**src/rtl/fane_dot_acc_if.sv**
```systemverilog
// fane_dot_acc_if: beat input and FP8 result output bundle for the dot-product accumulator
interface fane_dot_acc_if #(parameter int LANES = 4);
  logic in_valid, in_ready, in_last;
  logic [8*LANES-1:0] in_a, in_b;
  logic [7:0] in_sum;
  logic out_valid, out_ready, out_sat;
  logic [7:0] out_data;
  modport master(output in_valid, in_a, in_b, in_sum, in_last, out_ready,
                 input in_ready, out_valid, out_data, out_sat);
  modport slave(input in_valid, in_a, in_b, in_sum, in_last, out_ready,
                output in_ready, out_valid, out_data, out_sat);
endinterface

```
**src/rtl/fane_dot_acc.sv**
```systemverilog
// fane_dot_acc: LANES-wide FP8 dot product, exact fixed-point group accumulation, truncating saturating FP8 result
module fane_dot_acc #(
  parameter int EXP_WIDTH = 4,
  parameter int MANT_WIDTH = 3,
  parameter int LANES = 4,
  parameter int ACC_GUARD = 8
) (
  input logic clk,
  input logic rst,
  fane_dot_acc_if.slave bus
);
  localparam int E = EXP_WIDTH;
  localparam int M = MANT_WIDTH;
  localparam int BIAS = 2**(E-1) - 1;
  localparam int EMAX = 2**E - 1;
  localparam int LG = $clog2(LANES);
  localparam int PROD_W = 2*M + 2 + 2*(2**E - 2);
  localparam int SUM_W = M + 1 + EMAX + BIAS + M - 2;
  localparam int LS_W = PROD_W + 1 + LG;
  localparam int ACC_W = 1 + PROD_W + LG + ACC_GUARD;
  localparam int NORM_P = 2*M + BIAS - 1;
  localparam int PW = $clog2(ACC_W) + 1;
  localparam logic signed [ACC_W:0] CMAX = {2'b00, {(ACC_W-1){1'b1}}};
  localparam logic [ACC_W-1:0] MAXV = ACC_W'(2**(M+1) - 1) << (EMAX + BIAS + M - 2);

  function automatic logic [M:0] sig_of(input logic [6:0] x);
    return {|x[6:M], x[M-1:0]};
  endfunction

  function automatic logic [E-1:0] eff_of(input logic [6:0] x);
    return (x[6:M] == '0) ? E'(1) : x[6:M];
  endfunction

  function automatic logic signed [PROD_W:0] prod_of(input logic [7:0] a, input logic [7:0] b);
    logic [PROD_W-1:0] m;
    m = (PROD_W'(sig_of(a[6:0])) * PROD_W'(sig_of(b[6:0]))) << (int'(eff_of(a[6:0])) + int'(eff_of(b[6:0])) - 2);
    return (a[7] ^ b[7]) ? -$signed({1'b0, m}) : $signed({1'b0, m});
  endfunction

  function automatic logic signed [SUM_W:0] fix_of(input logic [7:0] s);
    logic [SUM_W-1:0] m;
    m = SUM_W'(sig_of(s[6:0])) << (int'(eff_of(s[6:0])) + BIAS + M - 2);
    return s[7] ? -$signed({1'b0, m}) : $signed({1'b0, m});
  endfunction

  logic w_stall, r_first;
  logic r1_v, r1_first, r1_last, r2_v, r2_first, r2_last, r3_v, r3_last, r4_v, r4_sat;
  logic signed [PROD_W:0] w_prod [LANES];
  logic signed [PROD_W:0] r1_prod [LANES];
  logic signed [SUM_W:0] r1_sum, r2_sum;
  logic signed [LS_W-1:0] w_lsum, r2_lsum;
  logic signed [ACC_W:0] w_raw;
  logic signed [ACC_W-1:0] w_acc, r_acc;
  logic w_ovf, r_clamp, w_csat;
  logic [ACC_W-1:0] w_mag;
  logic [PW-1:0] w_pos;
  logic [M-1:0] w_mant;
  logic [7:0] w_fp, r4_data, r_out_data;
  logic r_out_valid, r_out_sat;

  assign w_stall = r_out_valid && !bus.out_ready;
  assign bus.in_ready = !w_stall;
  assign bus.out_valid = r_out_valid;
  assign bus.out_data = r_out_data;
  assign bus.out_sat = r_out_sat;

  always_comb begin
    for (int k = 0; k < LANES; k++) w_prod[k] = prod_of(bus.in_a[8*k +: 8], bus.in_b[8*k +: 8]);
  end

  always_comb begin
    w_lsum = '0;
    for (int k = 0; k < LANES; k++) w_lsum = w_lsum + LS_W'(r1_prod[k]);
  end

  // Clamp symmetrically so the magnitude always fits ACC_W-1 bits for conversion
  always_comb begin
    w_raw = (r2_first ? (ACC_W+1)'(r2_sum) : (ACC_W+1)'(r_acc)) + (ACC_W+1)'(r2_lsum);
    w_ovf = (w_raw > CMAX) || (w_raw < -CMAX);
    w_acc = (w_raw > CMAX) ? ACC_W'(CMAX) : (w_raw < -CMAX) ? ACC_W'(-CMAX) : ACC_W'(w_raw);
  end

  always_comb begin
    w_mag = r_acc[ACC_W-1] ? -r_acc : r_acc;
    w_pos = '0;
    for (int k = 0; k < ACC_W; k++) if (w_mag[k]) w_pos = PW'(k);
    w_csat = w_mag > MAXV;
    w_mant = M'(w_mag >> ((w_pos < PW'(NORM_P)) ? PW'(BIAS + M - 1) : w_pos - PW'(M)));
    w_fp = {r_acc[ACC_W-1], w_csat ? 7'h7f :
            (w_pos < PW'(NORM_P)) ? {E'(0), w_mant} : {E'(int'(w_pos) - NORM_P + 1), w_mant}};
  end

  always_ff @(posedge clk)
    if (rst) begin
      r_first <= 1'b1;
      {r1_v, r1_first, r1_last, r2_v, r2_first, r2_last, r3_v, r3_last, r4_v} <= '0;
      r_acc <= '0;
      r_clamp <= 1'b0;
      r_out_valid <= 1'b0;
      r_out_data <= 8'h00;
      r_out_sat <= 1'b0;
    end else if (!w_stall) begin
      if (bus.in_valid) r_first <= bus.in_last;
      r1_v <= bus.in_valid;
      r1_first <= r_first;
      r1_last <= bus.in_last;
      {r2_v, r2_first, r2_last} <= {r1_v, r1_first, r1_last};
      {r3_v, r3_last} <= {r2_v, r2_last};
      if (r2_v && !(r_clamp && !r2_first)) begin
        r_acc <= w_acc;
        r_clamp <= w_ovf;
      end
      r4_v <= r3_v && r3_last;
      r_out_valid <= r4_v;
      if (r4_v) begin
        r_out_data <= r4_data;
        r_out_sat <= r4_sat;
      end
    end

  always_ff @(posedge clk)
    if (!w_stall) begin
      r1_prod <= w_prod;
      r1_sum <= fix_of(bus.in_sum);
      r2_lsum <= w_lsum;
      r2_sum <= r1_sum;
      r4_data <= w_fp;
      r4_sat <= w_csat || r_clamp;
    end
endmodule

```
**src/flat_wrapper.sv**
```systemverilog
// flat-port wrapper written by rule: the top's interface ports become plain ports
module fane_dot_acc_flat 
#(
  parameter int EXP_WIDTH = 4,
  parameter int MANT_WIDTH = 3,
  parameter int LANES = 4,
  parameter int ACC_GUARD = 8
)
  (clk, rst, bus_in_valid, bus_in_a, bus_in_b, bus_in_sum, bus_in_last, bus_out_ready, bus_in_ready, bus_out_valid, bus_out_data, bus_out_sat);
  fane_dot_acc_if #(.LANES(LANES)) bus_i ();
  input logic clk;
  input logic rst;
  input wire logic [$bits(bus_i.in_valid)-1:0] bus_in_valid;
  input wire logic [$bits(bus_i.in_a)-1:0] bus_in_a;
  input wire logic [$bits(bus_i.in_b)-1:0] bus_in_b;
  input wire logic [$bits(bus_i.in_sum)-1:0] bus_in_sum;
  input wire logic [$bits(bus_i.in_last)-1:0] bus_in_last;
  input wire logic [$bits(bus_i.out_ready)-1:0] bus_out_ready;
  output wire logic [$bits(bus_i.in_ready)-1:0] bus_in_ready;
  output wire logic [$bits(bus_i.out_valid)-1:0] bus_out_valid;
  output wire logic [$bits(bus_i.out_data)-1:0] bus_out_data;
  output wire logic [$bits(bus_i.out_sat)-1:0] bus_out_sat;
  assign bus_i.in_valid = bus_in_valid;
  assign bus_i.in_a = bus_in_a;
  assign bus_i.in_b = bus_in_b;
  assign bus_i.in_sum = bus_in_sum;
  assign bus_i.in_last = bus_in_last;
  assign bus_i.out_ready = bus_out_ready;
  assign bus_in_ready = bus_i.in_ready;
  assign bus_out_valid = bus_i.out_valid;
  assign bus_out_data = bus_i.out_data;
  assign bus_out_sat = bus_i.out_sat;
  fane_dot_acc #(.EXP_WIDTH(EXP_WIDTH), .MANT_WIDTH(MANT_WIDTH), .LANES(LANES), .ACC_GUARD(ACC_GUARD)) u_core (.clk(clk), .rst(rst), .bus(bus_i));
endmodule
```
**config.mk**
```make
export PLATFORM = sky130hd
export DESIGN_NAME = fane_dot_acc_flat
export DESIGN_NICKNAME = d
export VERILOG_FILES = /design/src/rtl/fane_dot_acc_if.sv /design/src/rtl/fane_dot_acc.sv /design/src/flat_wrapper.sv
export SDC_FILE = /design/constraint.sdc
export NUM_CORES = 2
export LEC_CHECK = 0
export CAP_MARGIN = 20
export CORE_AREA = 2 2 239 241
export CTS_CLUSTER_SIZE = 40
export DETAILED_ROUTE_END_ITERATION = 10
export DIE_AREA = 0 0 241 243
export GPL_TIMING_DRIVEN = 1
export PLACE_DENSITY = 0.76
export SYNTH_ARGS = -nofsm -noshare
export SYNTH_HDL_FRONTEND = slang
export SYNTH_SLANG_ARGS = --single-unit
```
**constraint.sdc**
```tcl
create_clock -name clk -period 33.1 [get_ports clk]
set_input_delay 6.62 -clock clk [delete_from_list [all_inputs] [get_ports clk]]
set_output_delay 6.62 -clock clk [all_outputs]
set_load 0.1 [all_outputs]
```
==> impl_metrics.ini <==
[synthesis]
synth-async-reset-ratio = 0
post_syn_instances = 3194
synth.avg_cell_area_um2 = 9.056
post_synth_instance_area_um2 = 28930
yosys.cell_types.count = 104
synth-seq-cells = 320
yosys_top_cell_area_share = 0.2616
seq_total_area_yosys = 0.3087
synth.yosys.warnings = 0
synth.most_common_cell = sky130_fd_sc_hd__nand2_1
yosys_most_used_dff = sky130_fd_sc_hd__edfxtp_1
yosys-top-cells-count = 278 x sky130_fd_sc_hd__nand2_1, 253 x sky130_fd_sc_hd__nor2_1, 252 x sky130_fd_sc_hd__edfxtp_1
yosys-top-cells-area = sky130_fd_sc_hd__edfxtp_1 26%, sky130_fd_sc_hd__ha_1 7.1%, sky130_fd_sc_hd__fa_1 6.6%
synthDominantAreaCellType = sky130_fd_sc_hd__edfxtp_1
synth_edf_count = 252

[cts]
clock_tree.htree_level_count = 2
cts_buffer_depth = 3
post_cts_setup_buffer_count = 0
clock_sinks = 320
numCtsBuffers = 36
cts.hold.buffers_added = 0
root_buffer = sky130_fd_sc_hd__clkbuf_16
post_cts_resize_count = 0
worst_setup_hold_path_clk_slew_ns = 0.06
worstSkewPairLatency_ns = 0.58
clock_tree_from_tritoncts = built

[global_route]
grt_pass1_wl_mm = 119.8
globalRouteTotalUtil = 0.2522
antenna_found_initial = 0
grt_start_max_net_pins = 139
globalRoute.totalOverflow = 0
first_global_vias = 22952

[floorplan]
die_y_um = 243
row_count = 87
core_area_um2 = 55950
dieArea_um2 = 58560
start_util = 0.5170
io_pins = 88
fp.dieW_um = 241

[layout]
layout.area.seq_um2 = 8931
n_fill_cell = 5044
layout-drive-gt1-share = 0.06306
final_area_um2 = 31640
diode_insertion_count_for_antenna_repair = 0
area_growth_syn_to_layout_pct = 9.369
multiInputGateArea_um2 = 18920
layout.cells.non_filler = 3975
layout.nets = 3529

[routing]
drt_pass1_iterations = 8
detail_route.wl_per_cell_um = 18.70
final_antenna_net_count = 0
drt-initial-drc-count = 2035
vias_per_cell = 6.110
dr_total_vias = 24286
post-route-drc-count = 0
routed_wire_length_mm = 74.34

[sta]
skew_ns = 0.02753
fin_crit_ns = 16.05
clock.fmax_mhz = 62.32
timing.slew.headroom = 0.2666
tightestPinTransition_ns = 1.096
setup_total_negative_slack_ns = 0
final.period_utilization = 0.4848
fin_worst_hold_slack_ns = 0.4146
setup_violation_total_in_the_final_timing_report = 0
rsz_0062_raised_after_global_routing = false
slew_limit_fails = 0
report.final.hold_viol_count = 0

[setup_path]
critical_path.max_fanout = 138
worstPathRequired_ns = 26.48
crit_path_end_kind = output port
regToRegSetupSlack_ns = 26.66
timing.critical_path.arrival_ns = 9.43
setup.worst_path.class = input port to output port
setup.worst_path.start_class = input port

[run_status]
run_status = finished, final reports clean

[place]
placedInstanceArea_um2 = 30350
place.detailed.hpwl_mm = 57.78
number_of_placed_instances_with_taps_included = 3908
port_buffers = 87
gp_congestion = 0.9794

[job]
max_cap_violations = 0

[hold_path]
timing.hold.worst.class = register to register
## cells by family (layout without fill, tap and decap cells)
kind of cell    Yosys count  after routing  share of synthesized area
compound gates          833            833                     0.1907
xor+xnor                307            307                    0.09296
fa+ha+maj               264            264                     0.1388
buf+inv                 292            313                    0.03949
flops                   320            320                     0.3087
mux                     110            110                    0.04464
other cells               2              6                  0.0002596
simple gates           1066           1066                     0.1845
## area by class of cell
cell class,instances,share of cell area
clock inverters,24,0.009650
clock buffers,41,0.02970
inverters,138,0.01661
well taps,756,0.02990
flip-flops and latches,320,0.2823
multi-input cells,2586,0.5980
repair buffers,110,0.03386
## placed cells by master (no fill, tap or decap), types with 42 or more instances in the layout
master	synthesis	final
sky130_fd_sc_hd__a21oi_1	219	219
sky130_fd_sc_hd__clkdlybuf4s50_1	0	87
sky130_fd_sc_hd__a21o_1	49	49
sky130_fd_sc_hd__a31oi_1	64	64
sky130_fd_sc_hd__dfxtp_1	68	66
sky130_fd_sc_hd__nand3_1	78	78
sky130_fd_sc_hd__xor2_1	116	116
sky130_fd_sc_hd__and2_1	81	81
sky130_fd_sc_hd__inv_1	132	131
sky130_fd_sc_hd__xnor2_1	191	188
sky130_fd_sc_hd__nor3_1	65	65
sky130_fd_sc_hd__edfxtp_1	252	252
sky130_fd_sc_hd__mux2_2	42	42
sky130_fd_sc_hd__mux2i_1	57	57
sky130_fd_sc_hd__ha_1	164	164
sky130_fd_sc_hd__fa_1	96	96
sky130_fd_sc_hd__o21ai_0	165	165
sky130_fd_sc_hd__nor2b_1	43	43
sky130_fd_sc_hd__nor2_1	253	252
sky130_fd_sc_hd__nand2_1	278	278
## registers in the layout, summed over array words and instances (netlist names), 8 cells and up
name	cells
u_core.bus.out_data	8
u_core.r2_sum	28
u_core.r_acc	47
u_core.r1_sum	28
u_core.r4_data	8
u_core.r1_prod	148
u_core.r2_lsum	39
## routing by layer
layer | global-route usage | wire, um
met1 | 0.3252 | 31360
met2 | 0.4191 | 35230
met3 | 0.03150 | 4108
met4 | 0.1189 | 3647
met5 | 0 | 0
## worst paths after layout
check                                             startpoint                           to  depth (start not counted)
worst max-delay path                           bus_out_ready                 bus_in_ready                          4
worst min-delay path              u_core.r1_sum[6]$_DFFE_PN_   u_core.r2_sum[6]$_DFFE_PN_                          0
worst max register to register  u_core.r2_first$_SDFFE_PP0N_  u_core.r_clamp$_SDFFE_PP0P_                         18
worst min register to register    u_core.r1_sum[6]$_DFFE_PN_   u_core.r2_sum[6]$_DFFE_PN_                          0
## worst max-delay path, cell delays in order
cell and delay (ns):
sky130_fd_sc_hd__clkdlybuf4s50_1 0.41, sky130_fd_sc_hd__nor2b_1 0.77, sky130_fd_sc_hd__inv_8 0.48, sky130_fd_sc_hd__clkdlybuf4s50_1 1.12
## per-stage QoR
stage | util | setup slack [ns]
floorplan | - | 11.93
global placement | 0.5424 | 17.07
detailed placement | 0.5424 | 17.04
CTS | 0.5647 | 17.04
global route | 0.5654 | 16.87
finish | 0.5654 | 17.05
Power is left out: the tool's default activity adds up to more than one toggle a clock period on the data nets, which glitch-free logic cannot reach.
